===== src/rtl/tone_arbiter.sv =====
// Tone arbiter: owns the single note/octave/LED/segment output path shared by the
// free-play, auto-play and learn sources. A one-hot mode switch selects the source;
// every mode change inserts a muted gap, and note/octave changes are rate-limited
// so the tone generator never sees glitches or notes shorter than the hold time.
module tone_arbiter #(
  parameter int unsigned GAP_CYCLES = 100000,
  parameter int unsigned MIN_HOLD   = 2000000
) (
  input  logic       clk,
  input  logic       reset,
  input  logic [2:0] mode,
  input  logic [3:0] free_note,
  input  logic [1:0] free_oct,
  input  logic [6:0] free_led,
  input  logic [3:0] auto_note,
  input  logic [1:0] auto_oct,
  input  logic [6:0] auto_led,
  input  logic [3:0] learn_note,
  input  logic [1:0] learn_oct,
  input  logic [6:0] learn_led,
  input  logic [3:0] learn_num,
  output logic [3:0] note_out,
  output logic [1:0] octave_out,
  output logic [6:0] led_out,
  output logic [3:0] num_out,
  output logic [2:0] grant,
  output logic       busy
);

  // Counter widths: $clog2 of the parameter, never narrower than one bit.
  localparam int unsigned GW = (GAP_CYCLES > 1) ? $clog2(GAP_CYCLES) : 1;
  localparam int unsigned HW = (MIN_HOLD > 1) ? $clog2(MIN_HOLD) : 1;

  localparam logic [GW-1:0] GAP_INIT  = GW'(GAP_CYCLES - 1);
  localparam logic [HW-1:0] HOLD_INIT = HW'(MIN_HOLD - 1);

  localparam logic [1:0] IDLE   = 2'd0;
  localparam logic [1:0] SWITCH = 2'd1;
  localparam logic [1:0] GRANT  = 2'd2;

  localparam logic [2:0] MODE_FREE  = 3'b100;
  localparam logic [2:0] MODE_AUTO  = 3'b010;
  localparam logic [2:0] MODE_LEARN = 3'b001;

  logic [2:0]    mode_q;
  logic [1:0]    state_q, state_d;
  logic [GW-1:0] gap_q, gap_d;
  logic [HW-1:0] hold_q, hold_d;
  logic [3:0]    note_q, note_d;
  logic [1:0]    oct_q, oct_d;
  logic [6:0]    led_q, led_d;
  logic [3:0]    num_q, num_d;
  logic [2:0]    grant_q, grant_d;
  logic          busy_q, busy_d;

  logic [3:0] src_note;
  logic [1:0] src_oct;
  logic [6:0] src_led;
  logic [3:0] src_num;
  logic       mode_change;
  logic       mode_valid;

  assign mode_change = (mode != mode_q);
  assign mode_valid  = (mode == MODE_FREE) || (mode == MODE_AUTO) || (mode == MODE_LEARN);

  // Source mux keyed on the registered mode; only used when no change is pending,
  // so mode_q equals the live mode whenever it matters.
  always_comb begin
    src_note = 4'd0;
    src_oct  = 2'd0;
    src_led  = 7'd0;
    src_num  = 4'd0;
    case (mode_q)
      MODE_FREE: begin
        src_note = free_note;
        src_oct  = free_oct;
        src_led  = free_led;
      end
      MODE_AUTO: begin
        src_note = auto_note;
        src_oct  = auto_oct;
        src_led  = auto_led;
      end
      MODE_LEARN: begin
        src_note = learn_note;
        src_oct  = learn_oct;
        src_led  = learn_led;
        src_num  = learn_num;
      end
      default: ;
    endcase
  end

  // Next-state and next-output logic; a mode change overrides every state.
  always_comb begin
    state_d = state_q;
    gap_d   = gap_q;
    hold_d  = hold_q;
    note_d  = 4'd0;
    oct_d   = 2'd0;
    led_d   = 7'd0;
    num_d   = 4'd0;
    grant_d = 3'b000;
    busy_d  = 1'b0;

    if (mode_change) begin
      hold_d = '0;
      if (mode_valid) begin
        state_d = SWITCH;
        gap_d   = GAP_INIT;
        busy_d  = 1'b1;
      end else begin
        state_d = IDLE;
        gap_d   = '0;
      end
    end else begin
      case (state_q)
        SWITCH: begin
          if (gap_q == '0) begin
            state_d = GRANT;
            note_d  = src_note;
            oct_d   = src_oct;
            led_d   = src_led;
            num_d   = src_num;
            grant_d = mode_q;
            hold_d  = HOLD_INIT;
          end else begin
            gap_d  = gap_q - GW'(1);
            busy_d = 1'b1;
          end
        end
        GRANT: begin
          grant_d = mode_q;
          led_d   = src_led;
          num_d   = src_num;
          note_d  = note_q;
          oct_d   = oct_q;
          // Note and octave move only as a pair, at most once per hold window;
          // values that come and go during the window are simply dropped.
          if (hold_q != '0) begin
            hold_d = hold_q - HW'(1);
          end else if ({src_note, src_oct} != {note_q, oct_q}) begin
            note_d = src_note;
            oct_d  = src_oct;
            hold_d = HOLD_INIT;
          end
        end
        default: state_d = IDLE;
      endcase
    end
  end

  // State and output registers; reset clears outputs asynchronously.
  always_ff @(posedge clk or negedge reset) begin
    if (!reset) begin
      mode_q  <= 3'b000;
      state_q <= IDLE;
      gap_q   <= '0;
      hold_q  <= '0;
      note_q  <= 4'd0;
      oct_q   <= 2'd0;
      led_q   <= 7'd0;
      num_q   <= 4'd0;
      grant_q <= 3'b000;
      busy_q  <= 1'b0;
    end else begin
      mode_q  <= mode;
      state_q <= state_d;
      gap_q   <= gap_d;
      hold_q  <= hold_d;
      note_q  <= note_d;
      oct_q   <= oct_d;
      led_q   <= led_d;
      num_q   <= num_d;
      grant_q <= grant_d;
      busy_q  <= busy_d;
    end
  end

  assign note_out   = note_q;
  assign octave_out = oct_q;
  assign led_out    = led_q;
  assign num_out    = num_q;
  assign grant      = grant_q;
  assign busy       = busy_q;

endmodule


===== config.mk =====
export PLATFORM = sky130hd
export DESIGN_NAME = tone_arbiter
export DESIGN_NICKNAME = d
export VERILOG_FILES = /design/src/rtl/tone_arbiter.sv
export SDC_FILE = /design/constraint.sdc
export NUM_CORES = 1
export LEC_CHECK = 0
export CORE_MARGIN = 5
export CORE_UTILIZATION = 37
export CTS_CLUSTER_SIZE = 28
export DETAILED_ROUTE_END_ITERATION = 7
export GPL_TIMING_DRIVEN = 0
export PLACE_DENSITY_LB_ADDON = 0.08
export SYNTH_ARGS = -nofsm -noshare
export SYNTH_HDL_FRONTEND = slang
export SYNTH_SLANG_ARGS = --single-unit
export TNS_END_PERCENT = 30

===== constraint.sdc =====
create_clock -name clk -period 3.04 [get_ports clk]
set_input_delay 0.304 -clock clk [delete_from_list [all_inputs] [get_ports clk]]
set_output_delay 0.304 -clock clk [all_outputs]
set_load 0.03 [all_outputs]

==> results.yml, run 1 <==
run_status:
  status: "complete, no violations"
synth:
  synth_fa_ha_area_frac: 0.0166
  syn_area_um2: 3770
  ys_types: 58
  yosysTopAreaCell: "dfrtp_1"
  synth-seq-cells: 64
  synth-compound-area-share: 0.207
  syn_area_per_cell_um2: 9.27
  synth_top_family_by_area: "simple AND/OR/NAND/NOR gates"
  synth_ff_type: "dfrtp_1"
  synth-edff-count: 0
  yosysWarnings: 0
  synth_xor_area_frac: 0.0395
  synthSimpleGateAreaFrac: 0.246
  yosys.area.top_type_share: 0.425
  synth.mux.area_fraction: 0.0295
  ys_seq_area_frac: 0.425
  postSynth.asyncResetShare: 1.00
  syn_inst: 407
  synth_area_leaders: "dfrtp_1 42%, nor2_1 5.8%, a21oi_1 5.0%, xor2_1 2.6%, nor3_1 2.5%"
  syn_nets: 460
place:
  io_buffers: 68
  placed_area_um2: 4620
  hpwl_mm: 7.26
  dp.cells: 608
  gp_congestion: 0.822
die:
  coreArea_um2: 9860
  die_w_um: 111
  num_rows: 36
  io_pins: 69
  die_h_um: 111
  start_util: 0.382
  die_area_um2: 12300
power_and_ir_drop:
  p_switching_uw: 726
  p_leak_nw: 1.97
  p_sw_frac: 0.331
  intPower_mw: 1.47
  power_frac_clock: 0.284
  pwr-share-comb: 0.270
  pwr-share-seq: 0.445
  power.density_nw_per_um2: 457
  max-vdd-ir-drop_uv: 336
grt:
  met3_usage: 0.0459
  grt_max_degree: 65
  grt_antenna_before_repair: 0
  grt.met2_usage: 0.273
  grt.overflow.total: 0
  gr-usage-met1: 0.218
  grt_pass1_vias: 3346
  busiest_layer: "met2"
  grt_pass1_wl_mm: 17.0
  grt.total_usage: 0.169
clocking:
  cts_buffers: 9
  clk-insertion-delay-late_ps: 340
  cts_hold_buf: 0
  cts_tree: "built"
  clock-root-buffer: "clkbuf_8"
  clock_path_buffers: 2
  cts.sinks: 64
  path_clk_slew_ps: 60
  htree_levels: 3
sta:
  finalCriticalPeriod_ps: 2740
  skew_ps: 8.46
  hold_viol: 0
  fmax_ghz: 0.365
  worst_pin_slew_ps: 821
  rsz0062_at_grt: "false"
  relSlewSlack: 0.453
  slew_violations: 0
  finalCritPeriodShare: 0.902
  setup_viol_count_final: 0
  final.setup.tns_ps: 0
drt:
  vias: 3329
  drt_iter0_drc: 158
  drt_wl_total_mm: 10.0
  drc: 0
  ant_nets: 0
  via_per_inst: 5.33
  firstDrtPassIters: 4
  wl_per_cell_um: 16.1
cells_and_area:
  fill_cells: 942
  finish.net_count: 541
  ff_latch_area_um2: 1600
  fin_cells: 624
  final_common_cell: "clkdlybuf4s50_1"
  mostFrequentLayoutCells: "67 x clkdlybuf4s50_1, 64 x dfrtp_1, 58 x nor2_1"
  antenna_cells: 0
  multi_input_area_um2: 2040
  area_growth_pct: 27.1
  finalInstanceArea_um2: 4790
  drive_above_1_share: 0.102
worst_setup_path:
  arrival_ps: 3020
  cp_top_family: "simple AND/OR/NAND/NOR gates"
  crit_slowest_cell: "or4b_2"
  start_kind: "flip-flop"
  cp_max_fo: 10
  worstPathRequired_ps: 3320
  cp_num_buf_inv: 2
  cp-end-kind: "flip-flop"
  slowest_delay_ps: 680
  crit_type: "flip-flop to flip-flop"
  crit_chain: "inv_1 -> ha_1 -> or4b_2 -> nor4_4 -> and2_1 -> o21ai_1 -> clkbuf_1 -> nor2_1 -> mux2_4"
min_path:
  hold_path.class: "input pin to asynchronous set/reset pin"
flow_run:
  max_cap_viol_count: 0
==> state kept, by name (all words and copies together) (netlist names) <==
signal	cells
num_out	4
grant	3
state_q	2
busy	1
mode_q	3
led_out	7
gap_q	17
note_out	4
hold_q	21
octave_out	2
==> power groups by stage <==
stage	Clock [mW]	Combinational, mW	Sequential [mW]
after floorplan	0	0.397	0.978
after global placement	0	0.573	0.988
after detailed placement	0	0.579	0.990
after CTS	0.647	0.582	0.975
after global routing	0.683	0.668	0.984
final	0.623	0.593	0.976
==> through the flow <==
step                      setup slack [ps]  hold WS [ps]  power, mW  utilization
final                                  298          26.5       2.19        0.486
after global routing                  81.4           107       2.34        0.486
after CTS                              125          89.3       2.20        0.484
after detailed placement              29.8           466       1.57        0.468
after global placement                -625           491       1.56        0.468
after floorplan                        689          8.41       1.37            -
==> repair_timing <==
item | in CTS | in global routing
setup endpoints to repair | 0 | 13
buffers inserted | 0 | 2
resized for setup | 0 | 3
==> layout make-up <==
cell class | count | area share
multi-input combinational | 309 | 0.425
sequential | 64 | 0.334
timing repair buffer | 70 | 0.145
tap | 133 | 0.0347
clock buffer | 13 | 0.0311
buffer | 22 | 0.0201
inverter | 12 | 0.00939
clock inverter | 1 | 0.00104
==> synth_stat cells, types with 2 or more instances <==
cell / n
a31oi_1: 5
nor2_1: 58
o21a_1: 2
nor4bb_1: 6
nor3_1: 19
o31ai_1: 4
a211oi_1: 3
a31o_2: 2
nand3b_1: 2
a21o_1: 2
o22a_1: 4
xnor2_1: 6
or3_1: 2
o21ai_0: 17
or2_2: 3
a41oi_1: 2
nand3_1: 10
a22oi_1: 8
and2_1: 10
xor2_1: 11
mux2_4: 6
dfrtp_1: 64
nand2b_1: 5
or4_1: 8
clkbuf_1: 14
o31ai_4: 2
inv_1: 12
and3_1: 5
ha_1: 5
nand4_1: 5
nand2_1: 17
nor4_4: 2
nor4_1: 6
nor2b_1: 4
a221oi_1: 4
o21ai_1: 4
buf_2: 7
a21oi_1: 38
a221oi_2: 4
==> metal layers <==
layer	wire, um	part of all wire
met3	425	0.042
met2	4910	0.49
met5	0	0
met1	4490	0.45
met4	203	0.020
==> cells by family (layout without fill, tap and decap cells) <==
family	after synthesis	after routing
DFF	64	64
and+or+nand+nor	169	169
xor gates and xnor gates	17	17
buffers and inverters	34	118
adders and majority gates	5	5
muxes	8	8
AOI/OAI and AO/OA	110	110
==> final timing paths <==
| kind | cells past startpoint | start | slack [ps] | endpoint |
|---|---|---|---|---|
| worst max-delay path | 9 | gap_q[0] | 300 | note_out[3] |
| worst min-delay path | 1 | reset | 30 | note_out[2] |
| worst max register to register | 9 | gap_q[0] | 300 | note_out[3] |
| worst min register to register | 1 | hold_q[12] | 510 | hold_q[12] |
| max in group asynchronous | 1 | reset | 2440 | gap_q[6] |
| min in group clk | 1 | mode[0] | 500 | mode_q[0] |
(Power assumes the default switching activity.)
==> inputs of run 2 (changes only) <==
- GPL_TIMING_DRIVEN: 0 -> unset
==> results.yml, run 2 (synthesis results as in run 1) <==
run_status:
  status: "complete, no violations"
clocking:
  htree_levels: 3
  clock_path_buffers: 2
  cts_resized: 0
  clock-root-buffer: "clkbuf_8"
  cts_tree: "built"
  cts.sinks: 64
  clk-insertion-delay-late_ps: 350
  cts_hold_buf: 0
  cts_buffers: 9
  post_cts_buffers: 0
  path_clk_slew_ps: 80
sta:
  fmax_ghz: 0.370
  slew_violations: 0
  worst_pin_slew_ps: 975
  hold_viol: 0
  relSlewSlack: 0.350
  finalCriticalPeriod_ps: 2700
  setup_viol_count_final: 0
  final.setup.tns_ps: 0
  rsz0062_at_grt: "false"
  finalCritPeriodShare: 0.888
  skew_ps: 8.08
drt:
  vias: 3280
  drt_wl_total_mm: 9.95
  drt_iter0_drc: 128
  ant_nets: 0
  firstDrtPassIters: 4
  wl_per_cell_um: 16.1
  drc: 0
  via_per_inst: 5.31
place:
  io_buffers: 68
  dp.cells: 602
  gp_congestion: 0.777
  hpwl_mm: 7.20
worst_setup_path:
  worstPathRequired_ps: 3250
  r2r-start: "hold_q[0]"
  ff2ff_path_depth: 7
  crit_chain: "inv_1 -> ha_1 -> nor3b_1 -> nand3_1 -> or4_1 -> nor4_4 -> nor3_1"
  cp-end-kind: "flip-flop"
  cp_max_fo: 9
  rrSetupSlack_ps: 340
  crit_slowest_cell: "or4_1"
  slowest_delay_ps: 540
  rr_endpoint: "hold_q[6]"
  arrival_ps: 2910
  start_kind: "flip-flop"
  crit_type: "flip-flop to flip-flop"
cells_and_area:
  largest_register_ffs: 21
  antenna_cells: 0
  final_common_cell: "clkdlybuf4s50_1"
  regMostFlops: "hold_q"
  fin_cells: 618
  finish.net_count: 533
  drive_above_1_share: 0.124
  mostFrequentLayoutCells: "67 x clkdlybuf4s50_1, 64 x dfrtp_1, 58 x nor2_1"
  area_growth_pct: 27.6
  utilization: 0.488
min_path:
  hold_path.class: "input pin to asynchronous set/reset pin"
flow_run:
  max_cap_viol_count: 0
grt:
  grt_antenna_before_repair: 0
  grt_pass1_wl_mm: 16.7
  grt.total_usage: 0.167
  grt_pass1_vias: 3322
  grt.overflow.total: 0
  grt_max_degree: 44
die:
  start_util: 0.382
  io_pins: 69
  coreArea_um2: 9860
  die_h_um: 111
  num_rows: 36
  die_area_um2: 12300
  die_w_um: 111
power_and_ir_drop:
  max-vdd-ir-drop_uv: 315
  p_leak_nw: 1.99
  power.density_nw_per_um2: 461
  finalPower_mw: 2.22
-- run 2: changes by cell type in the layout (fill, tap and decap cells not counted), sizes merged --
cell	before	now
clkinvlp	0	2
clkinv	1	4
clkbuf	27	10
buf	11	17
-- run 2: critical path, delay by kind of cell, from the launching register on --
family | cells | cell delay, ps
fa+ha+maj | 1 | 210
buf+inv | 1 | 90
flops | 1 | 430
simple gates | 5 | 1830
-- run 2: per-stage QoR --
step	setup slack, ps	instance area, um2	hold slack [ps]
6_report	341	4810	99.6
3_5_place_dp	346	4640	506
4_1_cts	319	4810	129
2_1_floorplan	689	3770	8.41
5_1_grt	226	4810	183
3_3_place_gp	380	4640	497
-- run 2: per-layer routing --
metal,track usage,share of wire
met5,0,0
met4,0.0369,0.0081
met3,0.0491,0.045
met2,0.285,0.50
met1,0.209,0.45
-- run 2: report_power, final --
part           internal (mW)  switching (mW)  total (mW)
logic                  0.243           0.338       0.581
registers              0.910          0.0648       0.974
clock network          0.312           0.351       0.663
-- run 2: worst max-delay path by stage --
stage | from | end | slack [ps]
floorplan | mode_q[2] | note_out[0] | 690
global placement | hold_q[0] | hold_q[3] | 380
detailed placement | hold_q[0] | hold_q[6] | 350
CTS | hold_q[0] | hold_q[5] | 320
global route | hold_q[0] | hold_q[17] | 230
finish | hold_q[0] | hold_q[6] | 340
-- run 2: area by class of cell --
| cell class | count | area, um2 |
|---|---|---|
| clock inverters | 6 | 35.0 |
| fillers | 935 | 5050 |
| inverters | 12 | 45.0 |
| clock buffers | 10 | 138 |
| flip-flops and latches | 64 | 1600 |
| well taps | 133 | 166 |
| multi-input cells | 309 | 2030 |
| repair buffers | 84 | 796 |
==> inputs of run 3 (changes only) <==
- CAP_MARGIN: unset -> 25
==> results.yml, run 3 (synthesis results as in run 1) <==
sta:
  finalCritPeriodShare: 0.892
  skew_ps: 7.58
  setup_viol_count_final: 0
  slew_violations: 0
  fmax_ghz: 0.369
  relSlewSlack: 0.412
  rsz0062_at_grt: "false"
  worst_pin_slew_ps: 879
  hold_viol: 0
  final.setup.tns_ps: 0
  finalCriticalPeriod_ps: 2710
  fin_ws_ps: 328
die:
  die_w_um: 111
  die_area_um2: 12300
  start_util: 0.382
  coreArea_um2: 9860
  num_rows: 36
  io_pins: 69
  die_h_um: 111
worst_setup_path:
  crit_type: "flip-flop to flip-flop"
  cp-end-kind: "flip-flop"
  crit_chain: "inv_1 -> ha_1 -> nor3b_1 -> nand3_1 -> or4_1 -> nor4_4 -> nor3_1"
  worstPathRequired_ps: 3250
  crit_slowest_cell: "or4_1"
  cp_max_fo: 9
  arrival_ps: 2920
  start_kind: "flip-flop"
  slowest_delay_ps: 540
cells_and_area:
  drive_above_1_share: 0.125
  area_growth_pct: 28.4
  largest_register_ffs: 21
  regMostFlops: "hold_q"
  fill_cells: 932
  finalInstanceArea_um2: 4840
  antenna_cells: 0
  finish.net_count: 535
  mostFrequentLayoutCells: "67 x clkdlybuf4s50_1, 64 x dfrtp_1, 58 x nor2_1"
  final_common_cell: "clkdlybuf4s50_1"
clocking:
  cts_buffers: 9
  htree_levels: 3
  cts_resized: 0
  clock-root-buffer: "clkbuf_8"
  post_cts_buffers: 0
  clk-insertion-delay-late_ps: 360
  path_clk_slew_ps: 80
  cts_tree: "built"
  cts.sinks: 64
  cts_hold_buf: 0
  clock_path_buffers: 2
grt:
  grt_max_degree: 44
  grt_pass1_vias: 3322
  grt.overflow.total: 0
  grt_pass1_wl_mm: 16.7
  grt.total_usage: 0.167
  grt_antenna_before_repair: 0
power_and_ir_drop:
  max-vdd-ir-drop_uv: 312
  p_leak_nw: 2.01
  power.density_nw_per_um2: 459
place:
  hpwl_mm: 7.20
  io_buffers: 68
  placed_area_um2: 4640
  gp_congestion: 0.777
  place_ws_ps: 346
drt:
  vias: 3294
  drt_wl_total_mm: 9.97
  via_per_inst: 5.31
  drt_iter0_drc: 140
  firstDrtPassIters: 6
  ant_nets: 0
  drc: 0
  wl_per_cell_um: 16.1
flow_run:
  max_cap_viol_count: 0
min_path:
  hold_path.class: "input pin to asynchronous set/reset pin"
run_status:
  status: "complete, no violations"
==> run 3: cell types whose count changed in the layout (fill, tap and decap cells not counted) <==
| cell | previous run | this run |
|---|---|---|
| buf_12 | 0 | 1 |
| dlygate4sd3_1 | 0 | 1 |
==> run 3: worst max-delay path, delay by kind of cell, from the launching register on <==
family        cells  cell delay, ps
flops             1             430
fa+ha+maj         1             210
simple gates      5            1840
buf+inv           1              90
==> run 3: area by class of cell <==
class	count	area, um2	share of cell area
sequential	64	1600	0.331
inverter	12	45.0	0.00930
timing repair buffer	86	826	0.171
tap	133	166	0.0344
multi-input combinational	309	2030	0.419
clock buffer	10	138	0.0284
clock inverter	6	35.0	0.00724
==> run 3: per-layer routing <==
layer / track usage / wire length (um) / part of all wire
met5: 0 / 0 / 0
met3: 0.0491 / 482 / 0.048
met2: 0.285 / 5000 / 0.50
met1: 0.209 / 4420 / 0.44
met4: 0.0369 / 76 / 0.0076
==> run 3: worst paths after layout <==
path	from	endpoint	slack, ps	cells after the start
min in group clk	mode[0]	mode_q[0]	480	1
setup reg to reg	hold_q[0]	hold_q[6]	330	7
hold reg to reg	hold_q[8]	hold_q[8]	520	2
max in group asynchronous	reset	gap_q[3]	2030	4
setup / recovery	hold_q[0]	hold_q[6]	330	7
hold / removal	reset	note_out[3]	280	2
==> run 3: per-stage QoR <==
| step | hold slack, ps | util | std cells | total power, mW |
|---|---|---|---|---|
| 2_1_floorplan | 8.41 | - | 407 | 1.37 |
| 3_3_place_gp | 497 | 0.470 | 602 | 1.57 |
| 4_1_cts | 129 | 0.488 | 618 | 2.25 |
| 6_report | 281 | 0.491 | 620 | 2.22 |
| 3_5_place_dp | 506 | 0.470 | 602 | 1.57 |
| 5_1_grt | 281 | 0.491 | 620 | 2.36 |
==> run 3: where the power goes <==
group          switching, mW  internal, mW
clock network          0.350         0.312
registers             0.0647         0.910
logic                  0.338         0.247
total                  0.753          1.47
